===== src/rtl/keycode_action_mapper_if.sv =====
// Keycode/config/jump handshake bundle between the NIOS keycode export and the mapper.
// master = keyboard/config side, slave = mapper.
interface keycode_action_mapper_if #(
   parameter int NUM_KEYS    = 6,
   parameter int NUM_PLAYERS = 2
);
   logic [8*NUM_KEYS-1:0]  keycodes;
   logic                   cfg_we;
   logic [2:0]             cfg_player;
   logic [1:0]             cfg_action;
   logic [7:0]             cfg_code;
   logic [NUM_PLAYERS-1:0] jump_ack;
   logic [NUM_PLAYERS-1:0] left;
   logic [NUM_PLAYERS-1:0] right;
   logic [NUM_PLAYERS-1:0] jump_held;
   logic [NUM_PLAYERS-1:0] jump_pulse;
   logic [NUM_PLAYERS-1:0] jump_req;
   logic                   any_key;

   modport master (
      output keycodes, cfg_we, cfg_player, cfg_action, cfg_code, jump_ack,
      input  left, right, jump_held, jump_pulse, jump_req, any_key
   );
   modport slave (
      input  keycodes, cfg_we, cfg_player, cfg_action, cfg_code, jump_ack,
      output left, right, jump_held, jump_pulse, jump_req, any_key
   );
endinterface


===== src/rtl/keycode_action_mapper.sv =====
// Maps parallel HID keycode slots onto per-player left/right/jump actions,
// sampled once per synchronised frame strobe, with a programmable key table.

module keycode_action_mapper_lane #(
   parameter int NUM_KEYS = 6,
   parameter int JUMP_BUF = 4,
   parameter int LR_MODE  = 0
) (
   input  logic                  Clk,
   input  logic                  Reset,
   input  logic                  tick,
   input  logic [8*NUM_KEYS-1:0] keycodes,
   input  logic [2:0][7:0]       codes,    // [0]=left [1]=right [2]=jump
   input  logic                  ack,
   output logic                  left,
   output logic                  right,
   output logic                  jump_held,
   output logic                  jump_pulse,
   output logic                  jump_req
);
   logic       lp, rp, jp;
   logic       l_prev, r_prev, j_prev;
   logic       last_dir;                   // 1 = right
   logic       nd, l_nxt, r_nxt, j_edge;
   logic [3:0] cnt;
   logic [7:0] slot;

   always_comb begin
      lp   = 1'b0;
      rp   = 1'b0;
      jp   = 1'b0;
      slot = '0;
      for (int k = 0; k < NUM_KEYS; k++) begin
         slot = keycodes[8*k +: 8];
         if (slot != 8'h00) begin
            lp = lp | (slot == codes[0]);
            rp = rp | (slot == codes[1]);
            jp = jp | (slot == codes[2]);
         end
      end
   end

   // Simultaneous left/right press edges resolve to right.
   always_comb begin
      nd = last_dir;
      if (rp && !r_prev)      nd = 1'b1;
      else if (lp && !l_prev) nd = 1'b0;
      if (LR_MODE == 0) begin
         l_nxt = lp & ~rp;
         r_nxt = rp & ~lp;
      end else begin
         l_nxt = lp & (~rp | ~nd);
         r_nxt = rp & (~lp | nd);
      end
      j_edge = jp & ~j_prev;
   end

   always_ff @(posedge Clk or posedge Reset) begin
      if (Reset) begin
         l_prev     <= 1'b0;
         r_prev     <= 1'b0;
         j_prev     <= 1'b0;
         last_dir   <= 1'b0;
         left       <= 1'b0;
         right      <= 1'b0;
         jump_held  <= 1'b0;
         jump_pulse <= 1'b0;
         jump_req   <= 1'b0;
         cnt        <= 4'd0;
      end else begin
         jump_pulse <= 1'b0;
         if (tick) begin
            l_prev     <= lp;
            r_prev     <= rp;
            j_prev     <= jp;
            last_dir   <= nd;
            left       <= l_nxt;
            right      <= r_nxt;
            jump_held  <= jp;
            jump_pulse <= j_edge;
         end
         // A fresh press outranks an ack arriving on the same edge.
         if (tick && j_edge) begin
            jump_req <= 1'b1;
            cnt      <= 4'(JUMP_BUF);
         end else if (ack) begin
            jump_req <= 1'b0;
            cnt      <= 4'd0;
         end else if (tick && cnt != 4'd0) begin
            cnt <= cnt - 4'd1;
            if (cnt == 4'd1) jump_req <= 1'b0;
         end
      end
   end
endmodule

module keycode_action_mapper #(
   parameter int NUM_KEYS    = 6,
   parameter int NUM_PLAYERS = 2,
   parameter int JUMP_BUF    = 4,
   parameter int LR_MODE     = 0
) (
   input  logic Clk,
   input  logic Reset,
   input  logic frame_clk,
   keycode_action_mapper_if.slave bus
);
   logic [1:0]                        fsync;
   logic                              fhist;
   logic                              frame_tick;
   logic [NUM_PLAYERS-1:0][2:0][7:0]  tbl;
   logic [NUM_PLAYERS-1:0]            left_v, right_v, held_v, pulse_v, req_v;

   function automatic logic [7:0] dflt(input int p, input int a);
      logic [7:0] c;
      c = 8'h00;
      if (p == 0)      c = (a == 0) ? 8'h04 : (a == 1) ? 8'h07 : 8'h1A;
      else if (p == 1) c = (a == 0) ? 8'h50 : (a == 1) ? 8'h4F : 8'h52;
      return c;
   endfunction

   always_ff @(posedge Clk or posedge Reset) begin
      if (Reset) begin
         fsync <= 2'b00;
         fhist <= 1'b0;
      end else begin
         fsync <= {fsync[0], frame_clk};
         fhist <= fsync[1];
      end
   end
   assign frame_tick = fsync[1] & ~fhist;

   // Out-of-range players and action 3 simply never match the loop indices.
   always_ff @(posedge Clk or posedge Reset) begin
      if (Reset) begin
         for (int p = 0; p < NUM_PLAYERS; p++)
            for (int a = 0; a < 3; a++)
               tbl[p][a] <= dflt(p, a);
      end else if (bus.cfg_we) begin
         for (int p = 0; p < NUM_PLAYERS; p++)
            for (int a = 0; a < 3; a++)
               if (bus.cfg_player == 3'(p) && bus.cfg_action == 2'(a))
                  tbl[p][a] <= bus.cfg_code;
      end
   end

   always_ff @(posedge Clk or posedge Reset) begin
      if (Reset)           bus.any_key <= 1'b0;
      else if (frame_tick) bus.any_key <= |bus.keycodes;
   end

   for (genvar p = 0; p < NUM_PLAYERS; p++) begin : g_lane
      keycode_action_mapper_lane #(
         .NUM_KEYS (NUM_KEYS),
         .JUMP_BUF (JUMP_BUF),
         .LR_MODE  (LR_MODE)
      ) u_lane (
         .Clk        (Clk),
         .Reset      (Reset),
         .tick       (frame_tick),
         .keycodes   (bus.keycodes),
         .codes      (tbl[p]),
         .ack        (bus.jump_ack[p]),
         .left       (left_v[p]),
         .right      (right_v[p]),
         .jump_held  (held_v[p]),
         .jump_pulse (pulse_v[p]),
         .jump_req   (req_v[p])
      );
   end

   assign bus.left       = left_v;
   assign bus.right      = right_v;
   assign bus.jump_held  = held_v;
   assign bus.jump_pulse = pulse_v;
   assign bus.jump_req   = req_v;
endmodule


===== src/flat_wrapper.sv =====
// flat-port wrapper written by rule: the top's interface ports become plain ports
module keycode_action_mapper_flat 
#(
   parameter int NUM_KEYS    = 6,
   parameter int NUM_PLAYERS = 2,
   parameter int JUMP_BUF    = 4,
   parameter int LR_MODE     = 0
)
  (Clk, Reset, frame_clk, bus_keycodes, bus_cfg_we, bus_cfg_player, bus_cfg_action, bus_cfg_code, bus_jump_ack, bus_left, bus_right, bus_jump_held, bus_jump_pulse, bus_jump_req, bus_any_key);
  keycode_action_mapper_if #(.NUM_KEYS(NUM_KEYS), .NUM_PLAYERS(NUM_PLAYERS)) bus_i ();
  input  logic Clk;
  input  logic Reset;
  input  logic frame_clk;
  input wire logic [$bits(bus_i.keycodes)-1:0] bus_keycodes;
  input wire logic [$bits(bus_i.cfg_we)-1:0] bus_cfg_we;
  input wire logic [$bits(bus_i.cfg_player)-1:0] bus_cfg_player;
  input wire logic [$bits(bus_i.cfg_action)-1:0] bus_cfg_action;
  input wire logic [$bits(bus_i.cfg_code)-1:0] bus_cfg_code;
  input wire logic [$bits(bus_i.jump_ack)-1:0] bus_jump_ack;
  output wire logic [$bits(bus_i.left)-1:0] bus_left;
  output wire logic [$bits(bus_i.right)-1:0] bus_right;
  output wire logic [$bits(bus_i.jump_held)-1:0] bus_jump_held;
  output wire logic [$bits(bus_i.jump_pulse)-1:0] bus_jump_pulse;
  output wire logic [$bits(bus_i.jump_req)-1:0] bus_jump_req;
  output wire logic [$bits(bus_i.any_key)-1:0] bus_any_key;
  assign bus_i.keycodes = bus_keycodes;
  assign bus_i.cfg_we = bus_cfg_we;
  assign bus_i.cfg_player = bus_cfg_player;
  assign bus_i.cfg_action = bus_cfg_action;
  assign bus_i.cfg_code = bus_cfg_code;
  assign bus_i.jump_ack = bus_jump_ack;
  assign bus_left = bus_i.left;
  assign bus_right = bus_i.right;
  assign bus_jump_held = bus_i.jump_held;
  assign bus_jump_pulse = bus_i.jump_pulse;
  assign bus_jump_req = bus_i.jump_req;
  assign bus_any_key = bus_i.any_key;
  keycode_action_mapper #(.NUM_KEYS(NUM_KEYS), .NUM_PLAYERS(NUM_PLAYERS), .JUMP_BUF(JUMP_BUF), .LR_MODE(LR_MODE)) u_core (.Clk(Clk), .Reset(Reset), .frame_clk(frame_clk), .bus(bus_i));
endmodule

===== config.mk =====
export PLATFORM = sky130hd
export DESIGN_NAME = keycode_action_mapper_flat
export DESIGN_NICKNAME = d
export VERILOG_FILES = /design/src/rtl/keycode_action_mapper_if.sv /design/src/rtl/keycode_action_mapper.sv /design/src/flat_wrapper.sv
export SDC_FILE = /design/constraint.sdc
export NUM_CORES = 1
export LEC_CHECK = 0
export ABC_AREA = 1
export CAP_MARGIN = 0
export CORE_MARGIN = 3
export CORE_UTILIZATION = 55
export CTS_CLUSTER_DIAMETER = 80
export DETAILED_ROUTE_END_ITERATION = 10
export GPL_TIMING_DRIVEN = 0
export PLACE_DENSITY = 0.77
export SYNTH_ARGS = -nofsm -noshare
export SYNTH_HDL_FRONTEND = slang
export SYNTH_SLANG_ARGS = --single-unit

===== constraint.sdc =====
create_clock -name Clk -period 6.1 [get_ports Clk]
set_clock_uncertainty 0.1 [all_clocks]
set_input_delay 0.915 -clock Clk [delete_from_list [all_inputs] [get_ports Clk]]
set_output_delay 0.915 -clock Clk [all_outputs]
set_load 0.02 [all_outputs]

== Yosys cells after proc, flatten, opt, wreduce, memory -nomap -nowiden ==
Cells that the tools add are included.
Word-level totals
  register bits: 70
  output and inout bits: 11
  word-level logic and storage cells: 193
Operators by class
  add/sub/neg operators: 2
  equal/unequal tests: 41
  muxes and demuxes: 52
  bitwise logic cells: 44
  reductions and logical operators: 33
Operators with widths (count)
  8-bit equality test: 36
  8-bit nonzero test: 6
  48-bit OR reduction: 1
  1-bit two-way mux: 46
  1-bit bitwise OR: 30
  4-bit two-way mux: 6
  2-bit AND reduction: 8
  3-bit nonzero test: 4
  1-bit logical AND: 10
  4-bit by 1-bit equality test with 1-bit output, second input constant: 2
  4-bit nonzero test: 2
  4-bit by 1-bit subtractor with 4-bit output, second input constant: 2
  1-bit bitwise AND: 7
  1-bit inverter: 7
  3-bit by 1-bit equality test with 1-bit output, second input constant: 1
  3-bit logical NOT: 1
  2-bit by 1-bit equality test with 1-bit output, second input constant: 1
  2-bit equality test, second input constant: 1
  2-bit logical NOT: 1

== Longest topological paths before layout ==
Gate-level depths: netlist of the first run.
  depth in word-level cells: 16
  mapped depth: 13
  mapped depth without buffers: 12

== By module ==
A second synthesis of the first run with hierarchy kept.
Unflattened totals
  cell total of the unflattened synthesis: 1168
  area total of the unflattened synthesis: 7619.8 µm²
Modules (own cells, without submodules)
  keycode_action_mapper_lane: instances 2, cells each 471, area an instance 2755.1 µm²
  keycode_action_mapper: instances 1, cells each 226, area an instance 2109.5 µm²

== Worst setup path before layout of the first run ==
No wires, ideal clock.
  path kind: input to register
  start point: in bus_keycodes[44]
  end point: reg u_core.g_lane[0].u_lane.left
  arrival time: 1.835 ns
  data required time: 5.884 ns
  path slack: 4.049 ns
  stages: 12
  path buffers: 1
  cells stage by stage: buf_4 > nor2_1 > and2_4 > nand2_4 > nand3_1 > nor2_1 > nor2_1 > nand2_1 > nor2_1 > inv_1 > nand2_1 > nand2_1
Between the ends
  longest elaborated chain between the ends: 5
  elaborated cells on any way between the ends: 9
  those cells by class: eq/ne (2); mux (2); bitwise (4); reduce/logical (1)
RTL lines
  start, declared: RTL line flat_wrapper.sv:14  | input wire logic [$bits(bus_i.keycodes)-1:0] bus_keycodes;
  8-bit equality test: RTL line keycode_action_mapper.sv:37  | rp = rp | (slot == codes[1]);
  1-bit bitwise OR: RTL line keycode_action_mapper.sv:37
  1-bit two-way mux: RTL line keycode_action_mapper.sv:35  | if (slot != 8'h00) begin
  1-bit inverter
  1-bit bitwise AND (*): RTL line keycode_action_mapper.sv:49  | l_nxt = lp & ~rp;
  end signal, assigned: RTL line keycode_action_mapper.sv:77  | left <= l_nxt;
  end, declared: RTL line keycode_action_mapper.sv:15  | output logic left,
Mark *: on every way between the ends. The rest lies on a longest branch, timed or not.
A chain may end at the register's enable or synchronous reset.

== Final worst setup path of the first run ==
  start point: in bus_cfg_player[0]
  end point: reg u_core.tbl[47] (netlist name)
Between the ends
  longest elaborated chain between the ends: 3
RTL lines
  start, declared: RTL line flat_wrapper.sv:16  | input wire logic [$bits(bus_i.cfg_player)-1:0] bus_cfg_player;
  3-bit by 1-bit equality test with 1-bit output: RTL line keycode_action_mapper.sv:142  | if (bus.cfg_player == 3'(p) && bus.cfg_action == 2'(a))
  1-bit logical AND: RTL line keycode_action_mapper.sv:142
  2-bit AND reduction (no line)
  end signal, assigned by index: RTL line keycode_action_mapper.sv:138  | tbl[p][a] <= dflt(p, a);
  end signal, assigned by index: RTL line keycode_action_mapper.sv:143  | tbl[p][a] <= bus.cfg_code;
  end, declared: RTL line keycode_action_mapper.sv:111  | logic [NUM_PLAYERS-1:0][2:0][7:0] tbl;
No other way between the ends.

==> run_results.csv, run 1 <==
group,metric,value,unit
min_path,hold_class,"reg2reg",
timing,tns,0,ns
cells_and_area,area_growth_syn_to_layout,10.02,%
route,ant_nets,0,
power_and_ir_drop,sw_frac_of_total,0.4119,
power_and_ir_drop,p_total,2.111,mW
critical_path,reg2reg_depth,12,
critical_path,worstPathArrival,2.57,ns
synthesis,yosys_most_used_dff,"dfrtp_1",
synthesis,synthArstFlopShare,1.000,
route,remaining_drc_errors,0,
route,vias,7002,
route,wl_met3,1355,um
power_and_ir_drop,pwr-share-clk,0.235,
route,drt_pass1_iterations,5,
cells_and_area,fill_cells,1329,
route,top_layer,"met4",
clock_network,cts_resized,0,
clock_network,ctsHoldBuffers,0,
synthesis,ys_ff_latch,70,
grt,grt_pass1_wl,36050,um
clock_network,cts_num_sinks,70,
route,dr.first_iter.drc_count,625,
critical_path,r2r-start,"u_core.tbl[41]",
die,start_util,0.5669,
die,io_pins,78,
grt,gr-total-overflow,0,
grt,antenna_found_initial,0,
power_and_ir_drop,intPower,1.241,mW
outcome,outcome,"complete, no violations",
die,die_h,126.1,um
min_path,hold_depth,0,
synthesis,synth-seq-area-share,0.2236,
cells_and_area,layout_commonest_cell,"nand2_1",
power_and_ir_drop,cellPowerDensity,241.9,nW/um2
synthesis,synth_nets,1199,
synthesis,yosysUniqueCellTypes,36,
timing,tightest_slew,0.8665,ns
route,routed_wirelength,23100,um
cells_and_area,finalNetCount,1239,
die,die_w,126.1,um
clock_network,cts.clk_slew.worst_paths,0.06,ns
power_and_ir_drop,p_sw,0.8693,mW
critical_path,setup.worst_path.class,"in2reg",
timing,fin_crit_sh,0.4031,
critical_path,r2r_slack,4.07,ns
power_and_ir_drop,combinationalPowerShare,0.496,
route,wire_per_inst,17.10,um
power_and_ir_drop,p_leak,4.213,nW
place,dpl.hpwl,18320,um
route,wirelength_met1,10230,um
clock_network,clock_latency,0.35,ns
clock_network,post_cts_buffers,0,
die,row_count,43,
critical_path,required,6.21,ns
synthesis,synth_cells,1126,
clock_network,htreeDepth,3,
place,gp_congestion,0.9785,
synthesis,synth_enable_flop_cells,0,
timing,grt_setup_unrepaired,"no",
timing,timing.fmax,406.7,MHz
die,die_area,15890,um2
power_and_ir_drop,p_seq_frac,0.269,
critical_path,cp-startpoint,"bus_cfg_player[0]",
timing,hold_viol_final,0,
min_path,hp-start,"u_core.fsync[0]",
min_path,holdPathEnd,"u_core.fsync[1]",
clock_network,clockBufferDepth,2,
grt,grt_max_degree,71,
place,dpl-instance-area,8448,um2
clock_network,cts_tree,"built",
clock_network,clockRootBuffer,"clkbuf_16",
route,wl_met2,10280,um
critical_path,crit_fanout,10,
synthesis,syn_area,7930,um2
place,port_buffers,29,
critical_path,crit_path_start_kind,"input pin",
route,via_per_inst,5.183,
synthesis,syn_area_per_cell,7.043,um2
job,cap_violations,0,
timing,max_slew_margin,0.4223,
cells_and_area,antenna_cells,0,
critical_path,r2r-end,"u_core.g_lane[1].u_lane.cnt[3]",
cells_and_area,multi_input_area,4891,um2
grt,first_global_vias,6567,
timing,setup_viol,0,
power_and_ir_drop,ir_worst_vdd,0.0002097,V
clock_network,numCtsBuffers,9,
critical_path,crit_path_end_kind,"flop",
grt,grtUsageTotal,0.2921,
synthesis,ys_warn_count,0,
die,coreArea,13990,um2
cells_and_area,design_area,8725,um2
cells_and_area,seq_area,1773,um2
cells_and_area,final_cell_mix,"nand2_1, nor2_1, xor2_1",
timing,slew_violations,0,
timing,fin_crit,2.459,ns
cells_and_area,drive_gt1_frac,0.1939,
## final cells by class
class                           count  area share
Buffer                            113      0.1011
Clock buffer                       10     0.02624
Clock inverter                      6    0.005450
Inverter                           97     0.04431
Multi-Input combinational cell    846      0.5606
Sequential cell                    70      0.2032
Tap cell                          180     0.02581
Timing Repair Buffer               29     0.03327
## how the worst max path moves through the flow
stage                               endpoint  slack, ns
final                         u_core.tbl[47]       3.64
after global routing          u_core.tbl[43]       3.55
after CTS                     u_core.tbl[46]       3.65
after detailed placement      u_core.tbl[46]       3.35
after global placement        u_core.tbl[40]       2.13
after floorplan           u_core.bus.any_key       3.34
## synthesized netlist by cell type, drive strengths merged (8+ instances only)
library cell / instances / area share
inv: 89 / 0.043
nand3: 52 / 0.038
nand4: 28 / 0.024
dfstp: 17 / 0.056
buf: 107 / 0.11
o21ai: 55 / 0.035
a21oi: 9 / 0.0057
nor2: 165 / 0.090
xnor2: 104 / 0.11
xor2: 130 / 0.14
clkinv: 8 / 0.0050
nand2: 282 / 0.14
dfrtp: 53 / 0.17
## critical path, cell delays in order
cell and delay, ns:
clkdlybuf4s50_1 0.47, nor3b_1 0.38, nand2_1 0.32, clkbuf_1 0.31
nand2_1 0.11, o21ai_0 0.07
## state kept, by name (all words and copies together) (netlist names)
register and count:
u_core.tbl 48, u_core.g_lane.u_lane.cnt 8, u_core.fsync 2, u_core.g_lane.u_lane.j_prev 2
u_core.g_lane.u_lane.jump_pulse 2, u_core.g_lane.u_lane.jump_req 2, u_core.g_lane.u_lane.left 2, u_core.g_lane.u_lane.right 2
u_core.bus.any_key 1, u_core.fhist 1
## power by group through the flow
stage	Combinational, mW	Clock [mW]	Sequential (mW)
CTS	1.03	0.500	0.568
global route	1.15	0.519	0.576
finish	1.05	0.497	0.568
global placement	1.01	0	0.573
detailed placement	1.03	0	0.575
floorplan	0.799	0	0.571
## layer usage
layer  global-route usage  vias up
li1                     -     3470
met1               0.4015     3205
met2               0.4504      273
met3              0.03478       54
met4               0.1558        0
met5                    0        -
## cell families after synthesis
family,after synthesis,share of synthesized area
AND/OR/NAND/NOR,539,0.3029
buffers and inverters,210,0.1597
AO/OA/AOI/OAI,66,0.04465
multiplexers,1,0.001262
adder cells (fa/ha/maj),6,0.009466
flip-flops,70,0.2236
XOR/XNOR,234,0.2584
## per-stage QoR
step	worst slack (ns)	utilization	hold WS [ns]	instances
2_1_floorplan	3.345	-	0.2312	1126
6_report	3.641	0.6237	0.2670	1351
3_5_place_dp	3.345	0.6039	0.2434	1335
3_3_place_gp	2.135	0.6038	0.2332	1335
5_1_grt	3.547	0.6237	0.2748	1351
4_1_cts	3.649	0.6237	0.2679	1351
(Power assumes the default switching activity.)
==> run 2: changes to the inputs <==
--- a/config.mk
+++ b/config.mk
@@ -8,11 +8,11 @@
 export ABC_AREA = 1
 export CAP_MARGIN = 0
 export CORE_MARGIN = 3
-export CORE_UTILIZATION = 55
+export CORE_UTILIZATION = 54
 export CTS_CLUSTER_DIAMETER = 80
 export DETAILED_ROUTE_END_ITERATION = 10
 export GPL_TIMING_DRIVEN = 0
-export PLACE_DENSITY = 0.77
+export PLACE_DENSITY = 0.79
 export SYNTH_ARGS = -nofsm -noshare
 export SYNTH_HDL_FRONTEND = slang
 export SYNTH_SLANG_ARGS = --single-unit
==> constraint.sdc (replaced) <==
create_clock -name Clk -period 2 [get_ports Clk]
set_clock_uncertainty 0.1 [all_clocks]
set_input_delay 0.3 -clock Clk [delete_from_list [all_inputs] [get_ports Clk]]
set_output_delay 0.3 -clock Clk [all_outputs]
set_load 0.02 [all_outputs]
==> run 2 against run 1 <==
Clock power rose to 3.5 times the previous value. Setup slack worse by 3.6 ns. Critical path depth up 5. Register-to-register slack worse by 4.0 ns. Power increased to 3.2 times the previous value. Final area up 0.95%. Routed wire length shrank 3.0%. Clock-buffer cell count unchanged. Combinational power rose to 3.0 times the previous value. Critical path type is now reg2reg. Critical endpoint is now u_core.g_lane[1].u_lane.cnt[3]. Largest cell class unchanged.
==> run_results.csv, run 2 (synthesis results as in run 1) <==
group,metric,value,unit
critical_path,cp_common_cell,"nor2_2",
critical_path,crit_path_start_kind,"flop",
place,gp_congestion,0.9741,
route,ant_nets,0,
route,via_per_inst,5.212,
timing,setup_viol,0,
timing,fin_crit,1.931,ns
die,coreArea,14100,um2
power_and_ir_drop,ir_worst_vdd,0.0005838,V
clock_network,htreeDepth,3,
critical_path,cp_top_family,"simple AND/OR/NAND/NOR gates",
power_and_ir_drop,intPower,4.046,mW
power_and_ir_drop,p_total,6.674,mW
die,row_count,43,
outcome,outcome,"complete, no violations",
clock_network,clockBufferDepth,2,
route,remaining_drc_errors,0,
critical_path,crit_fanout,8,
grt,gr-usage-met3,0.02968,
clock_network,clock_latency,0.33,ns
cells_and_area,reg.largest.list,"u_core.tbl (48), u_core.g_lane.u_lane.cnt (8)",
critical_path,cp_slowest_cell,"dfstp_2",
place,dpl.hpwl,17930,um
clock_network,cts_tree,"built",
power_and_ir_drop,combinationalPowerShare,0.468,
die,die_w,127.2,um
timing,hold_viol_final,0,
cells_and_area,drive_gt1_frac,0.2014,
cells_and_area,largest_reg_flops,48,
grt,grt_use_met2,0.4421,
critical_path,critical-path-max-stage-delay,0.64,ns
power_and_ir_drop,p_leak,4.218,nW
clock_network,clockRootBuffer,"clkbuf_16",
power_and_ir_drop,sw_frac_of_total,0.3938,
critical_path,crit_path_end_kind,"flop",
grt,first_global_vias,6433,
critical_path,required,2.12,ns
grt,grt_pass1_wl,34900,um
route,drt_pass1_iterations,5,
timing,tightest_slew,0.7000,ns
critical_path,crit_chain,"inv_2 > nand2_1 > nand2_1 > nor2_2 > nand3_2 > nor2_2 > nor2_2 > nand3_2 > nand3_4 > nand2_4 > nor2_2",
cells_and_area,layout_commonest_cell,"nand2_1",
grt,gr-total-overflow,0,
grt,grtUsageTotal,0.2788,
clock_network,ctsHoldBuffers,0,
cells_and_area,fill_cells,1287,
die,start_util,0.5626,
cells_and_area,final_cell_mix,"nand2_1, nor2_1, xor2_1",
power_and_ir_drop,pwr-share-clk,0.261,
critical_path,setup.worst_path.class,"reg2reg",
power_and_ir_drop,cellPowerDensity,757.8,nW/um2
critical_path,r2r_slack,0.07,ns
place,port_buffers,29,
timing,timing.fmax,517.8,MHz
grt,use_met1,0.3804,
timing,slew_violations,0,
min_path,hp-start,"u_core.fsync[0]",
route,routed_wirelength,22410,um
power_and_ir_drop,p_sw,2.628,mW
route,wire_per_inst,16.64,um
route,vias,7021,
cells_and_area,fin_util,0.6248,
clock_network,post_cts_buffers,0,
timing,max_slew_margin,0.5324,
die,io_pins,78,
cells_and_area,antenna_cells,0,
grt,antenna_found_initial,0,
job,cap_violations,0,
min_path,hold_class,"reg2reg",
grt,grt_max_degree,40,
critical_path,r2r-start,"u_core.tbl[41]",
clock_network,cts.clk_slew.worst_paths,0.06,ns
critical_path,worstPathArrival,2.06,ns
clock_network,cts_num_sinks,70,
power_and_ir_drop,p_seq_frac,0.271,
clock_network,numCtsBuffers,9,
cells_and_area,finalNetCount,1235,
cells_and_area,area_growth_syn_to_layout,11.06,%
timing,fin_crit_sh,0.9657,
critical_path,path_buf_inv,1,
timing,timing.hold.ws,0.2633,ns
cells_and_area,top_register,"u_core.tbl",
die,die_area,16180,um2
route,dr.first_iter.drc_count,630,
grt,grt-busiest-layer,"met2",
critical_path,cp-startpoint,"u_core.tbl[41]",
die,die_h,127.2,um
[run 2: routing by layer]
metal,wire length (um),up-vias
li1,-,3462
met1,9652,3219
met2,10300,285
met3,1431,55
met4,1031,0
met5,0,-
[run 2: final timing paths]
kind	endpoint	depth (start not counted)
min reg2reg	u_core.fsync[1]	0
min	u_core.fsync[1]	0
max reg2reg	u_core.g_lane[1].u_lane.cnt[3]	11
max	u_core.g_lane[1].u_lane.cnt[3]	11
max in group asynchronous	u_core.tbl[33]	3
min in group asynchronous	u_core.fsync[0]	2
[run 2: metrics by stage]
stage	setup WS [ns]	TNS (ns)	cell area, um2	std cells
CTS	0.006855	0	8797	1352
global route	-0.1025	-0.7834	8807	1347
global placement	-0.09819	-0.7811	8449	1335
detailed placement	-0.1428	-1.863	8469	1336
floorplan	0.3515	0	7934	1126
finish	0.06870	0	8807	1347
[run 2: timing repair]
action                     in CTS  in global routing
hold endpoints to repair        0                  0
pin swaps                       0                  4
cloned                          0                  0
setup endpoints to repair       6                 10
gates resized for setup         2                 13
[run 2: area by class of cell]
type | count | area, um2 | area share
well taps | 180 | 225.2 | 0.02557
inverters | 97 | 387.9 | 0.04404
plain buffers | 108 | 862.1 | 0.09788
clock buffers | 10 | 229.0 | 0.02600
flip-flops and latches | 70 | 1773 | 0.2013
repair buffers | 30 | 310.3 | 0.03523
clock inverters | 6 | 93.84 | 0.01065
multi-input cells | 846 | 4926 | 0.5593
[run 2: power by group through the flow]
stage / clock [mW] / combinational, mW / sequential [mW]
after floorplan: 0 / 2.44 / 1.74
after global routing: 1.82 / 3.41 / 1.83
final: 1.75 / 3.12 / 1.81
after CTS: 1.76 / 3.14 / 1.74
after detailed placement: 0 / 3.12 / 1.76
after global placement: 0 / 3.05 / 1.75
==> run 3: changes to the inputs <==
--- a/config.mk
+++ b/config.mk
@@ -12,6 +12,7 @@
 export CTS_CLUSTER_DIAMETER = 80
 export DETAILED_ROUTE_END_ITERATION = 10
 export GPL_TIMING_DRIVEN = 0
+export HOLD_SLACK_MARGIN = 0.02
 export PLACE_DENSITY = 0.79
 export SYNTH_ARGS = -nofsm -noshare
 export SYNTH_HDL_FRONTEND = slang
==> results of run 3 <==
Final layout, timing and power as in run 2 (identical DEF).
